--- src/rtl/spi_txn_sched.sv ---
// Two-requester scheduler for the 24-bit SPI master: one tx_start pulse per transfer, one registered response pulse per transfer (RX word or timeout), enforced idle gap between transfers.
// Accepted request -> tx_start next cycle. Requests are held off (ready low) outside IDLE; responses have no backpressure. Define SPI_SCHED_FIXED_PRIO_EN to give requester 0 fixed priority.
module spi_txn_sched #(
  parameter int TIMEOUT_CYCLES = 4096,
  parameter int TO_W           = 13,
  parameter int GAP_CYCLES     = 4
) (
  input  logic        fxclk,
  input  logic        reset_in,
  input  logic        req0_valid,
  input  logic [23:0] req0_data,
  output logic        req0_ready,
  input  logic        req1_valid,
  input  logic [23:0] req1_data,
  output logic        req1_ready,
  output logic        spi_tx_start,
  output logic [23:0] spi_tx_data,
  input  logic        spi_tx_end,
  input  logic [23:0] spi_rx_data,
  output logic        rsp_valid,
  output logic        rsp_src,
  output logic [23:0] rsp_data,
  output logic        rsp_timeout,
  output logic        busy
);

  localparam int GAP_W = (GAP_CYCLES > 1) ? $clog2(GAP_CYCLES) : 1;
  localparam logic [TO_W-1:0]  TO_LAST  = TO_W'(TIMEOUT_CYCLES - 1);
  localparam logic [GAP_W-1:0] GAP_LAST = GAP_W'(GAP_CYCLES - 1);

  typedef enum logic [1:0] {
    S_IDLE,
    S_LAUNCH,
    S_WAIT_END,
    S_GAP
  } state_t;

  state_t            state;
  state_t            state_nxt;
  logic [TO_W-1:0]   to_cnt;
  logic [GAP_W-1:0]  gap_cnt;
  logic              src;
  logic              grant;
  logic              grant_vld;
  logic              accept;
  logic              end_hit;
  logic              to_hit;
`ifndef SPI_SCHED_FIXED_PRIO_EN
  logic              last_grant;
`endif

  // grant: 0 selects requester 0, 1 selects requester 1
  always_comb begin
    grant_vld = req0_valid | req1_valid;
`ifdef SPI_SCHED_FIXED_PRIO_EN
    grant     = ~req0_valid;
`else
    grant     = (req0_valid && req1_valid) ? ~last_grant : ~req0_valid;
`endif
  end

  assign accept     = (state == S_IDLE) && grant_vld;
  assign req0_ready = accept && !grant;
  assign req1_ready = accept && grant;

  // A tx_end on the final counted cycle takes precedence over the timeout.
  assign end_hit = (state == S_WAIT_END) && spi_tx_end;
  assign to_hit  = (state == S_WAIT_END) && !spi_tx_end && (to_cnt == TO_LAST);

  always_ff @(posedge fxclk) begin
    if (reset_in) begin
      state <= S_IDLE;
    end else begin
      state <= state_nxt;
    end
  end

  always_comb begin
    state_nxt    = state;
    spi_tx_start = 1'b0;
    busy         = 1'b1;
    case (state)
      S_IDLE: begin
        busy = 1'b0;
        if (accept) state_nxt = S_LAUNCH;
      end
      S_LAUNCH: begin
        spi_tx_start = 1'b1;
        state_nxt    = S_WAIT_END;
      end
      S_WAIT_END: begin
        if (end_hit || to_hit) state_nxt = S_GAP;
      end
      S_GAP: begin
        if (gap_cnt == GAP_LAST) state_nxt = S_IDLE;
      end
      default: state_nxt = S_IDLE;
    endcase
  end

  always_ff @(posedge fxclk) begin
    if (reset_in) begin
      spi_tx_data <= '0;
      src         <= 1'b0;
      to_cnt      <= '0;
      gap_cnt     <= '0;
      rsp_valid   <= 1'b0;
      rsp_src     <= 1'b0;
      rsp_data    <= '0;
      rsp_timeout <= 1'b0;
`ifndef SPI_SCHED_FIXED_PRIO_EN
      last_grant  <= 1'b1;
`endif
    end else begin
      rsp_valid <= 1'b0;

      if (accept) begin
        spi_tx_data <= grant ? req1_data : req0_data;
        src         <= grant;
`ifndef SPI_SCHED_FIXED_PRIO_EN
        last_grant  <= grant;
`endif
      end

      if (state == S_LAUNCH) begin
        to_cnt <= '0;
      end else if (state == S_WAIT_END) begin
        to_cnt <= to_cnt + 1'b1;
      end

      if (state == S_GAP) begin
        gap_cnt <= gap_cnt + 1'b1;
      end else begin
        gap_cnt <= '0;
      end

      if (end_hit) begin
        rsp_valid   <= 1'b1;
        rsp_src     <= src;
        rsp_data    <= spi_rx_data;
        rsp_timeout <= 1'b0;
      end else if (to_hit) begin
        rsp_valid   <= 1'b1;
        rsp_src     <= src;
        rsp_data    <= '0;
        rsp_timeout <= 1'b1;
      end
    end
  end

endmodule

--- config.mk ---
export PLATFORM = sky130hd
export DESIGN_NAME = spi_txn_sched
export DESIGN_NICKNAME = d
export VERILOG_FILES = /design/src/rtl/spi_txn_sched.sv
export SDC_FILE = /design/constraint.sdc
export NUM_CORES = 1
export LEC_CHECK = 0
export ABC_AREA = 1
export CAP_MARGIN = 20
export CORE_MARGIN = 2
export CORE_UTILIZATION = 42
export DETAILED_ROUTE_END_ITERATION = 7
export GPL_TIMING_DRIVEN = 0
export PLACE_DENSITY_LB_ADDON = 0.15
export SYNTH_ARGS = -nofsm -noshare
export SYNTH_HDL_FRONTEND = slang
export SYNTH_SLANG_ARGS = --single-unit
--- constraint.sdc ---
create_clock -name fxclk -period 2 [get_ports fxclk]
set_clock_uncertainty 0.05 [all_clocks]
set_input_delay 0.3 -clock fxclk [delete_from_list [all_inputs] [get_ports fxclk]]
set_output_delay 0.3 -clock fxclk [all_outputs]
set_load 0.01 [all_outputs]
## Word-level counts from Yosys, hierarchy flattened

Cells that the tools add are included.

- Register bits: 70
- Bits in latches: 0
- Bits in writable memories: 0
- Memory bits (read-only): 0
- Output and inout port bits: 55
- Word-level logic and storage cells: 54
- Memories: 0

- Add/subtract/negate cells: 2
- $mul: 0
- Div/mod/pow operators: 0
- $lt $le $gt $ge: 0
- Eq/ne operators: 8
- Shift operators: 0
- Muxes and demuxes: 14
- Bitwise operators: 4
- Reduce and logical (&&, ||, !) cells: 16

Operators with widths:

| kind | count |
|---|---|
| 2-to-1 mux 24 bit | 3 |
| adder 13 x 1 -> 13 bit, second input constant | 1 |
| == test 13 x 12 -> 1 bit, second input constant | 1 |
| case mux 2 bit (4 select lines) | 1 |
| logical AND 1 bit | 7 |
| 2-to-1 mux 1 bit | 7 |
| == test 2 bit, second input constant | 3 |
| 2-to-1 mux 2 bit | 3 |
| OR reduction 2 bit | 3 |
| != test 2 bit, second input constant | 2 |
| NOT 1 bit | 3 |
| AND reduction 3 bit | 1 |
| adder 2 x 1 -> 2 bit, second input constant | 1 |
| == test 2 x 1 -> 1 bit, second input constant | 1 |
| logical NOT 1 bit | 2 |
| logical NOT 2 bit | 1 |
| != test 2 x 1 -> 1 bit, second input constant | 1 |
| nonzero test 2 bit | 1 |
| logical OR 1 bit | 1 |
| bitwise OR 1 bit | 1 |

## Logic depth before layout (Yosys ltp)

Gate-level depths: netlist of the first run.

- Word-level depth: 6
- Depth in mapped cells: 10

## Worst setup path after synthesis of the first run

Ideal clock, no wire load.

- Path kind: register to output
- Start: register state[0]
- End: output req1_ready
- Data arrival time: 1.198 ns
- Slack: 0.452 ns
- Cell stages (with the launch flop): 8
- Buffers on the path: 1
- Path through: dfxtp_1 > inv_1 > ha_1 > inv_1 > a21oi_1 > nand2_1 > inv_2 > buf_4

- Word-level cells in the longest chain between the ends: 3

Ends and longest elaborated chain:

| element | RTL line | RTL |
|---|---|---|
| from (decl) | 38 | `state_t state;` |
| from (signal assigned) | 74 | `state <= state_nxt;` |
| logical NOT 2 bit | 62 | `assign accept = (state == S_IDLE) && grant_vld;` |
| logical AND 1 bit | 62 |  |
| logical AND 1 bit | 64 | `assign req1_ready = accept && grant;` |
| to (decl) | 15 | `output logic req1_ready,` |

No other way between the ends.

## Final worst setup path of the first run

- Start: input req1_valid
- End: output req0_ready

- Word-level cells in the longest chain between the ends: 4

Ends and longest elaborated chain:

| element | RTL line | RTL |
|---|---|---|
| from (decl) | 13 | `input logic req1_valid,` |
| logical AND 1 bit | 58 | `grant = (req0_valid && req1_valid) ? ~last_grant : ~req0_valid;` |
| 2-to-1 mux 1 bit | 58 |  |
| logical NOT 1 bit | 63 | `assign req0_ready = accept && !grant;` |
| logical AND 1 bit (*) | 63 |  |
| to (decl) | 12 | `output logic req0_ready,` |

Every way passes the cells marked *; elsewhere a longest branch is shown, timed or not.

==> results of run 1 <==
[sequential cells by signal, indices dropped and copies added (netlist names)]
signal       cells
rsp_src          1
state            2
last_grant       1
src              1
rsp_timeout      1
gap_cnt          2
to_cnt          13
spi_tx_data     24
rsp_data        24
rsp_valid        1
[Yosys cell counts, types with 2 or more instances]
| library cell | n | area (sq um) |
|---|---|---|
| inv_2 | 5 | 18.77 |
| nand2_2 | 2 | 12.51 |
| nand2_1 | 126 | 473.0 |
| dfxtp_1 | 70 | 1401 |
| buf_1 | 2 | 7.510 |
| clkbuf_1 | 4 | 15.01 |
| nand3_2 | 2 | 20.02 |
| nand3_1 | 34 | 170.2 |
| nor3_1 | 7 | 35.03 |
| a31oi_1 | 23 | 143.9 |
| ha_1 | 7 | 87.58 |
| inv_1 | 23 | 86.33 |
| buf_4 | 4 | 30.03 |
| buf_2 | 8 | 40.04 |
| nor2_2 | 3 | 18.77 |
| o21ai_0 | 5 | 25.02 |
| a21oi_1 | 38 | 190.2 |
| and3_1 | 2 | 12.51 |
| nor2_1 | 8 | 30.03 |
[layer usage]
| metal | vias to the layer above | part of all wire, % |
|---|---|---|
| met4 | 0 | 1.3 |
| met3 | 6 | 6.4 |
| met1 | 1386 | 44 |
| li1 | 1562 | - |
| met5 | - | 0 |
| met2 | 87 | 49 |
[logic make-up (layout without fill, tap and decap cells)]
kind of cell | after synthesis | in the layout | share of synthesized area (%)
adders and majority gates | 7 | 7 | 2.965
AOI/OAI and AO/OA | 68 | 68 | 12.75
DFF | 70 | 70 | 47.44
and+or+nand+nor | 192 | 192 | 29.18
buffers and inverters | 49 | 197 | 7.369
xor gates and xnor gates | 1 | 1 | 0.2965
[worst max-delay path, stage by stage]
cell and delay (ns):
clkdlybuf4s50_1 0.49, inv_2 0.06, o21ai_2 0.20, nor2_4 0.07
buf_4 0.17, dlygate4sd2_1 0.29
[cell type report]
| class | count | area [sq um] |
|---|---|---|
| Fill cell | 578 | 2160 |
| Sequential cell | 70 | 1404 |
| Multi-Input combinational cell | 268 | 1360 |
| Timing Repair Buffer | 133 | 1316 |
| Clock buffer | 12 | 165.2 |
| Tap cell | 96 | 120.1 |
| Inverter | 30 | 116.4 |
| Buffer | 19 | 110.1 |
| Clock inverter | 3 | 42.54 |
[power breakdown]
part	switching (mW)	leakage [nW]	total, mW	internal [mW]
Clock	0.504	0.104	1.17	0.669
Combinational	0.898	1.15	1.72	0.825
Sequential	0.129	0.571	1.75	1.62
[worst max path at each step]
stage | from | to | slack (ns) | cells after the start
after floorplan | state[0]$_SDFFE_PP0P_ | req1_ready | 0.45 | 7
after global placement | req0_valid | req1_ready | -0.37 | 7
after detailed placement | req1_valid | req1_ready | -0.39 | 7
after CTS | req1_valid | req0_ready | 0.04 | 6
after global routing | req1_valid | req0_ready | 0.0005 | 6
final | req1_valid | req0_ready | 0.07 | 6
[through the flow]
stage	setup slack (ns)	cell area (sq um)
6_report	0.07440	4634
5_1_grt	0.0004884	4634
4_1_cts	0.03853	4618
3_5_place_dp	-0.3895	4375
3_3_place_gp	-0.3701	4375
2_1_floorplan	0.4520	2954
[repair_timing]
action                                  in CTS  in global routing
pin swaps                                    1                  0
buffers inserted                             3                  0
resized for setup                           16                  3
endpoints found under the setup margin       3                  2
==> flow_metrics.env, run 1 <==
export IMPL_outcome="completed"
export IMPL_cts_buffers=9
export IMPL_syn_nets=471
export IMPL_synth_ff_type="dfxtp_1"
export IMPL_n_antenna_cell=0
export IMPL_syn_area_per_cell_sq_um=7.633
export IMPL_setup_viol=0
export IMPL_synth_seq_cells=70
export IMPL_final_cell_mix="127 x clkdlybuf4s50_1, 126 x nand2_1, 68 x dfxtp_1, 37 x a21oi_1, 34 x nand3_1"
export IMPL_min_from="gap_cnt[0]$_SDFF_PP0_"
export IMPL_fp_dieW_um=87.87
export IMPL_hold_class="reg2reg"
export IMPL_use_met2_pct=33.13
export IMPL_grt_met1_usage_pct=25.38
export IMPL_report_final_slew_viol_count=0
export IMPL_slew_headroom_pct=66.40
export IMPL_period_minus_slack_ns=1.926
export IMPL_yosys_warnings=0
export IMPL_fin_util_pct=68.21
export IMPL_dr_total_vias=3041
export IMPL_grt_overflow=0
export IMPL_clock_sinks=70
export IMPL_gp_congestion=0.7605
export IMPL_holdPathStages=1
export IMPL_critPathKind="in2out"
export IMPL_synth_area_sq_um=2954
export IMPL_antenna_found_initial=0
export IMPL_dr_pass1_iters=4
export IMPL_clock_path_buffers=2
export IMPL_gr_usage_all_layers_pct=20.27
export IMPL_rsz0062_at_grt="no"
export IMPL_required_ns=1.65
export IMPL_cts_root_buf="clkbuf_8"
export IMPL_start_util_pct=43.48
export IMPL_worstPathMaxFanout=10
export IMPL_drc=0
export IMPL_viasPerCell=4.819
export IMPL_stdcell_count=631
export IMPL_setup_tns_final_ns=0
export IMPL_hpwlAfterDp_um=5869
export IMPL_wirelength_um=8011
export IMPL_critical_path_endpoint_type="primary output"
export IMPL_layout_commonest_cell="clkdlybuf4s50_1"
export IMPL_nNetsFinal=615
export IMPL_place_inst=613
export IMPL_grt_pass1_wl_um=12340
export IMPL_ios=132
export IMPL_clk_latency_ns=0.33
export IMPL_powerDensity_nw_per_um2=1002
export IMPL_worst_slew_pin_slew_ns=0.5040
export IMPL_grt_pass1_vias=2748
export IMPL_critPathLaunchType="input pin"
export IMPL_min_to="gap_cnt[0]$_SDFF_PP0_"
export IMPL_top_usage_layer="met2"
export IMPL_fmax_mhz=519.3
export IMPL_io_buffers=130
export IMPL_yosysSeqAreaShare_pct=47.44
export IMPL_cts_tree="done"
export IMPL_grt_use_met3_pct=5.372
export IMPL_syn_to_final_growth_pct=56.88
export IMPL_clk_pin_slew_ns=0.07
export IMPL_wl_per_cell_um=12.70
export IMPL_ir_worst_vdd_uv=545.9
export IMPL_rows=30
export IMPL_r2r_slack_ns=0.28
export IMPL_die_h_um=87.87
export IMPL_power_leakage_nw=1.821
export IMPL_holdBufCountCts=0
export IMPL_crit_arrival_ns=1.58
export IMPL_r2r_end="rsp_data[22]$_SDFFE_PP0P_"
export IMPL_die_area_sq_um=7720
export IMPL_syn_inst=387
export IMPL_finalCritPeriodShare_pct=96.28
export IMPL_finalPower_mw=4.644
export IMPL_async_reset_ff_share_pct=0
export IMPL_max_cap_violations=0
export IMPL_r2r_start="state[0]$_SDFFE_PP0P_"
export IMPL_drt_iter0_markers=93
export IMPL_synth_edff_count=0
export IMPL_rr_worst_depth=7
export IMPL_drive_above_1_share_pct=11.03
export IMPL_cts_htree_levels=3
export IMPL_drtAntennaViolNets=0
export IMPL_hold_ws_ns=0.3839
export IMPL_core_area_sq_um=6794
export IMPL_hold_violations=0
export IMPL_synth_cell_types=33
export IMPL_grt_max_degree=12
(Power assumes the default switching activity.)
==> inputs of run 2 (changes only) <==
--- a/config.mk
+++ b/config.mk
@@ -9,9 +9,9 @@
 export CAP_MARGIN = 20
 export CORE_MARGIN = 2
 export CORE_UTILIZATION = 42
+export CTS_CLUSTER_SIZE = 24
 export DETAILED_ROUTE_END_ITERATION = 7
-export GPL_TIMING_DRIVEN = 0
-export PLACE_DENSITY_LB_ADDON = 0.15
+export PLACE_DENSITY = 0.87
 export SYNTH_ARGS = -nofsm -noshare
 export SYNTH_HDL_FRONTEND = slang
 export SYNTH_SLANG_ARGS = --single-unit
==> flow_metrics.env, run 2 (synthesis results as in run 1) <==
export IMPL_highest_layer="met4"
export IMPL_cts_buffers=9
export IMPL_crit_arrival_ns=1.53
export IMPL_report_final_slew_viol_count=0
export IMPL_die_area_sq_um=7720
export IMPL_clock_sinks=70
export IMPL_wl_met1_um=3595
export IMPL_place_inst=607
export IMPL_met3_length_um=458
export IMPL_setup_viol=0
export IMPL_hold_ws_ns=0.3316
export IMPL_hold_class="in2reg"
export IMPL_powerDensity_nw_per_um2=1026
export IMPL_drt_iter0_markers=122
export IMPL_met2_length_um=4378
export IMPL_dr_pass1_iters=4
export IMPL_cts_root_buf="clkbuf_8"
export IMPL_n_antenna_cell=0
export IMPL_wirelength_um=8612
export IMPL_grt_pass1_vias=2819
export IMPL_cts_tree="done"
export IMPL_critical_path_slowest_cell="dfxtp_2"
export IMPL_cts_htree_levels=3
export IMPL_largestRegisters="rsp_data (24), spi_tx_data (24), to_cnt (13)"
export IMPL_finalCritPeriodShare_pct=94.02
export IMPL_critPathKind="reg2out"
export IMPL_grt_overflow=0
export IMPL_clock_path_buffers=2
export IMPL_path_buf_inv=3
export IMPL_dr_total_vias=3080
export IMPL_rsz0062_at_grt="no"
export IMPL_cpLargestDelayFamily="buffers and inverters"
export IMPL_hold_violations=0
export IMPL_nNetsFinal=607
export IMPL_clk_latency_ns=0.35
export IMPL_slew_headroom_pct=71.36
export IMPL_syn_to_final_growth_pct=55.44
export IMPL_r2r_slack_ns=0.22
export IMPL_required_ns=1.65
export IMPL_worst_slew_pin_slew_ns=0.4290
export IMPL_critical_path_endpoint_type="primary output"
export IMPL_viasPerCell=4.936
export IMPL_io_buffers=131
export IMPL_drc=0
export IMPL_critical_path_max_stage_delay_ns=0.34
export IMPL_path_cells="inv_2 > ha_2 > inv_1 > nor2_2 > dlygate4sd2_1"
export IMPL_ir_worst_vdd_uv=775.4
export IMPL_power_leakage_nw=1.803
export IMPL_critPathLaunchType="flip-flop"
export IMPL_fin_util_pct=67.59
export IMPL_antenna_found_initial=0
export IMPL_setup_tns_final_ns=0
export IMPL_gp_congestion=0.7870
export IMPL_start_util_pct=43.48
export IMPL_fmax_mhz=531.8
export IMPL_max_cap_violations=0
export IMPL_outcome="completed"
export IMPL_fillers=552
export IMPL_layout_commonest_cell="clkdlybuf4s50_1"
export IMPL_core_area_sq_um=6794
export IMPL_final_cell_mix="127 x clkdlybuf4s50_1, 125 x nand2_1, 68 x dfxtp_1, 37 x a21oi_1, 34 x nand3_1"
export IMPL_stdcell_count=624
export IMPL_gr_usage_all_layers_pct=21.25
export IMPL_fp_dieW_um=87.87
export IMPL_rows=30
export IMPL_drive_above_1_share_pct=10.61
export IMPL_clk_pin_slew_ns=0.08
export IMPL_worstPathMaxFanout=4
export IMPL_hpwlAfterDp_um=6101
export IMPL_die_h_um=87.87
export IMPL_ios=132
export IMPL_drtAntennaViolNets=0
export IMPL_grt_pass1_wl_um=12970
export IMPL_period_minus_slack_ns=1.880
export IMPL_wl_per_cell_um=13.80
export IMPL_grt_max_degree=30
==> run 2: worst paths after layout <==
path,endpoint,from,depth (start not counted)
max,req0_ready,state[0]$_SDFFE_PP0P_,5
min,to_cnt[0]$_SDFFE_PP0N_,reset_in,5
max reg2reg,rsp_data[18]$_SDFFE_PP0P_,state[0]$_SDFFE_PP0P_,6
min reg2reg,gap_cnt[0]$_SDFF_PP0_,gap_cnt[0]$_SDFF_PP0_,1
==> run 2: worst reg2reg max path: stages, from the launching register on <==
cell and delay, ns:
dfxtp_2 0.34, inv_2 0.08, ha_1 0.35, and3_1 0.29
nand3b_4 0.29, nand3_1 0.17, a21oi_1 0.08
==> run 2: final cells by class <==
cell class / instances / area, sq um / share of cell area [%]
clock buffer: 10 / 127.6 / 2.779
clock inverter: 6 / 86.33 / 1.880
inverter: 30 / 113.9 / 2.480
multi-input combinational: 268 / 1344 / 29.26
sequential: 70 / 1404 / 30.57
tap: 96 / 120.1 / 2.616
timing repair buffer: 144 / 1396 / 30.41
==> run 2: through the flow <==
stage	setup slack (ns)	cell area [sq um]	total power, mW
floorplan	0.4520	2954	2.622
global placement	-0.08983	4367	3.405
detailed placement	-0.1121	4367	3.468
CTS	0.02263	4583	4.719
global route	0.06433	4592	4.972
finish	0.1195	4592	4.711
==> run 2: power by group <==
group	switching, mW	internal (mW)	total (mW)
clock network	0.544	0.700	1.24
registers	0.129	1.62	1.75
logic	0.912	0.809	1.72
==> run 2: metal layers <==
| metal | GRT usage, % | vias to the layer above |
|---|---|---|
| met5 | 0 | - |
| met4 | 8.951 | 0 |
| met3 | 4.901 | 16 |
| met2 | 36.16 | 92 |
| met1 | 25.77 | 1424 |
| li1 | - | 1548 |
==> run 2: timing repair <==
item | CTS | global route
pin swaps | 0 | 0
endpoints found under the setup margin | 3 | 2
gates resized for setup | 7 | 6
hold buffers | 0 | 0
setup buffers | 0 | 1
==> inputs of run 3 (changes only) <==
--- a/config.mk
+++ b/config.mk
@@ -7,7 +7,7 @@
 export LEC_CHECK = 0
 export ABC_AREA = 1
 export CAP_MARGIN = 20
-export CORE_MARGIN = 2
+export CORE_MARGIN = 5
 export CORE_UTILIZATION = 42
 export CTS_CLUSTER_SIZE = 24
 export DETAILED_ROUTE_END_ITERATION = 7
==> flow_metrics.env, run 3 (synthesis results as in run 1) <==
export IMPL_nNetsFinal=606
export IMPL_period_minus_slack_ns=1.877
export IMPL_wirelength_um=8873
export IMPL_die_area_sq_um=8811
export IMPL_layout_commonest_cell="clkdlybuf4s50_1"
export IMPL_cts_htree_levels=3
export IMPL_viasPerCell=4.931
export IMPL_powerDensity_nw_per_um2=1002
export IMPL_hold_violations=0
export IMPL_wl_per_cell_um=14.24
export IMPL_seq_power_share_pct=38.1
export IMPL_critPathKind="reg2out"
export IMPL_critPathLaunchType="flip-flop"
export IMPL_hpwlAfterDp_um=6439
export IMPL_die_h_um=93.87
export IMPL_gr_usage_all_layers_pct=19.98
export IMPL_largestRegisters="rsp_data (24), spi_tx_data (24), to_cnt (13)"
export IMPL_n_antenna_cell=0
export IMPL_drtAntennaViolNets=0
export IMPL_dr_pass1_iters=4
export IMPL_hold_ws_ns=0.3096
export IMPL_fmax_mhz=532.8
export IMPL_dr_total_vias=3072
export IMPL_report_final_slew_viol_count=0
export IMPL_antenna_found_initial=0
export IMPL_clk_pin_slew_ns=0.08
export IMPL_cts_tree="done"
export IMPL_grt_max_degree=50
export IMPL_pre_cts_slack_ns=-0.1261
export IMPL_outcome="completed"
export IMPL_ir_worst_vdd_uv=626.9
export IMPL_drc=0
export IMPL_setup_ws_ns=0.1232
export IMPL_clk_latency_ns=0.34
export IMPL_r2r_slack_ns=0.19
export IMPL_gp_congestion=0.8494
export IMPL_finalCritPeriodShare_pct=93.84
export IMPL_slew_headroom_pct=65.38
export IMPL_clock_sinks=70
export IMPL_grt_pass1_wl_um=14050
export IMPL_drt_iter0_markers=150
export IMPL_sw_frac_of_total_pct=34.40
export IMPL_start_util_pct=43.24
export IMPL_required_ns=1.65
export IMPL_multi_input_area_sq_um=1341
export IMPL_core_area_sq_um=6832
export IMPL_critical_path_endpoint_type="primary output"
export IMPL_power_leakage_nw=1.792
export IMPL_rows=30
export IMPL_switchingPower_mw=1.574
export IMPL_seq_area_sq_um=1404
export IMPL_ios=132
export IMPL_p_comb_share_pct=37.3
export IMPL_syn_to_final_growth_pct=54.55
export IMPL_stdcell_area_sq_um=4566
export IMPL_setup_tns_final_ns=0
export IMPL_fp_dieW_um=93.87
export IMPL_grt_overflow=0
export IMPL_clock_path_buffers=2
export IMPL_place_area_sq_um=4359
export IMPL_fillers=553
export IMPL_io_buffers=131
export IMPL_crit_arrival_ns=1.53
export IMPL_p_int_mw=3.001
export IMPL_grt_pass1_vias=3044
export IMPL_hold_class="in2reg"
export IMPL_max_cap_violations=0
export IMPL_worstPathMaxFanout=4
export IMPL_rsz0062_at_grt="no"
export IMPL_final_cell_mix="127 x clkdlybuf4s50_1, 126 x nand2_1, 68 x dfxtp_1, 37 x a21oi_1, 34 x nand3_1"
export IMPL_cts_root_buf="clkbuf_8"
export IMPL_worst_slew_pin_slew_ns=0.5193
export IMPL_cts_buffers=9
export IMPL_clockPowerShare_pct=24.6
export IMPL_drive_above_1_share_pct=10.44
export IMPL_setup_viol=0
## run 3: cell count changes in the layout (fill, tap and decap cells not counted)
cell and delta:
clkbuf_1 -1, buf_4 -1, nand2_1 +1, inv_6 +1, nand2_2 -1, bufinv_16 -1, clkinv_4 +1
## run 3: layout make-up
cell class	instances	share of cell area (%)
sequential	70	30.75
timing repair buffer	143	30.42
multi-input combinational	268	29.38
clock buffer	9	2.713
tap	96	2.631
inverter	30	2.494
clock inverter	7	1.617
## run 3: path summary, 6_finish.rpt
path / cells past startpoint / endpoint / start
min: 3 / last_grant$_SDFFE_PP1P_ / reset_in
max reg2reg: 6 / rsp_data[14]$_SDFFE_PP0P_ / state[0]$_SDFFE_PP0P_
max: 5 / req0_ready / state[0]$_SDFFE_PP0P_
min reg2reg: 1 / gap_cnt[0]$_SDFF_PP0_ / gap_cnt[0]$_SDFF_PP0_
## run 3: repair_timing
action                     CTS  global route
buffers inserted             0             1
cloned                       0             0
hold buffers                 0             0
gates resized for setup      6             6
setup endpoints to repair    3             2
## run 3: power by group through the flow
stage	sequential [mW]	clock, mW	combinational, mW
final	1.74	1.12	1.71
after global placement	1.75	0	1.67
after detailed placement	1.76	0	1.71
after global routing	1.77	1.22	1.86
after floorplan	1.83	0	0.789
after CTS	1.73	1.15	1.70
## run 3: metrics by stage
| stage | cells | power, mW | util [%] |
|---|---|---|---|
| after floorplan | 387 | 2.622 | - |
| after global placement | 606 | 3.418 | 63.81 |
| after detailed placement | 606 | 3.469 | 63.81 |
| after CTS | 622 | 4.585 | 66.74 |
| after global routing | 623 | 4.855 | 66.83 |
| final | 623 | 4.575 | 66.83 |
## run 3: metal layers
layer | GRT usage, % | share of wire [%] | vias to the layer above
met5 | 0 | 0 | -
met4 | 9.988 | 2.7 | 0
met3 | 4.407 | 5.3 | 18
met2 | 33.53 | 50 | 97
met1 | 23.91 | 42 | 1419
li1 | - | - | 1538
## run 3: critical path, cell delays in order (launching register included)
cell	delay [ns]
dfxtp_2	0.34
inv_2	0.08
ha_2	0.18
inv_1	0.09
nor2_2	0.18
dlygate4sd2_1	0.32
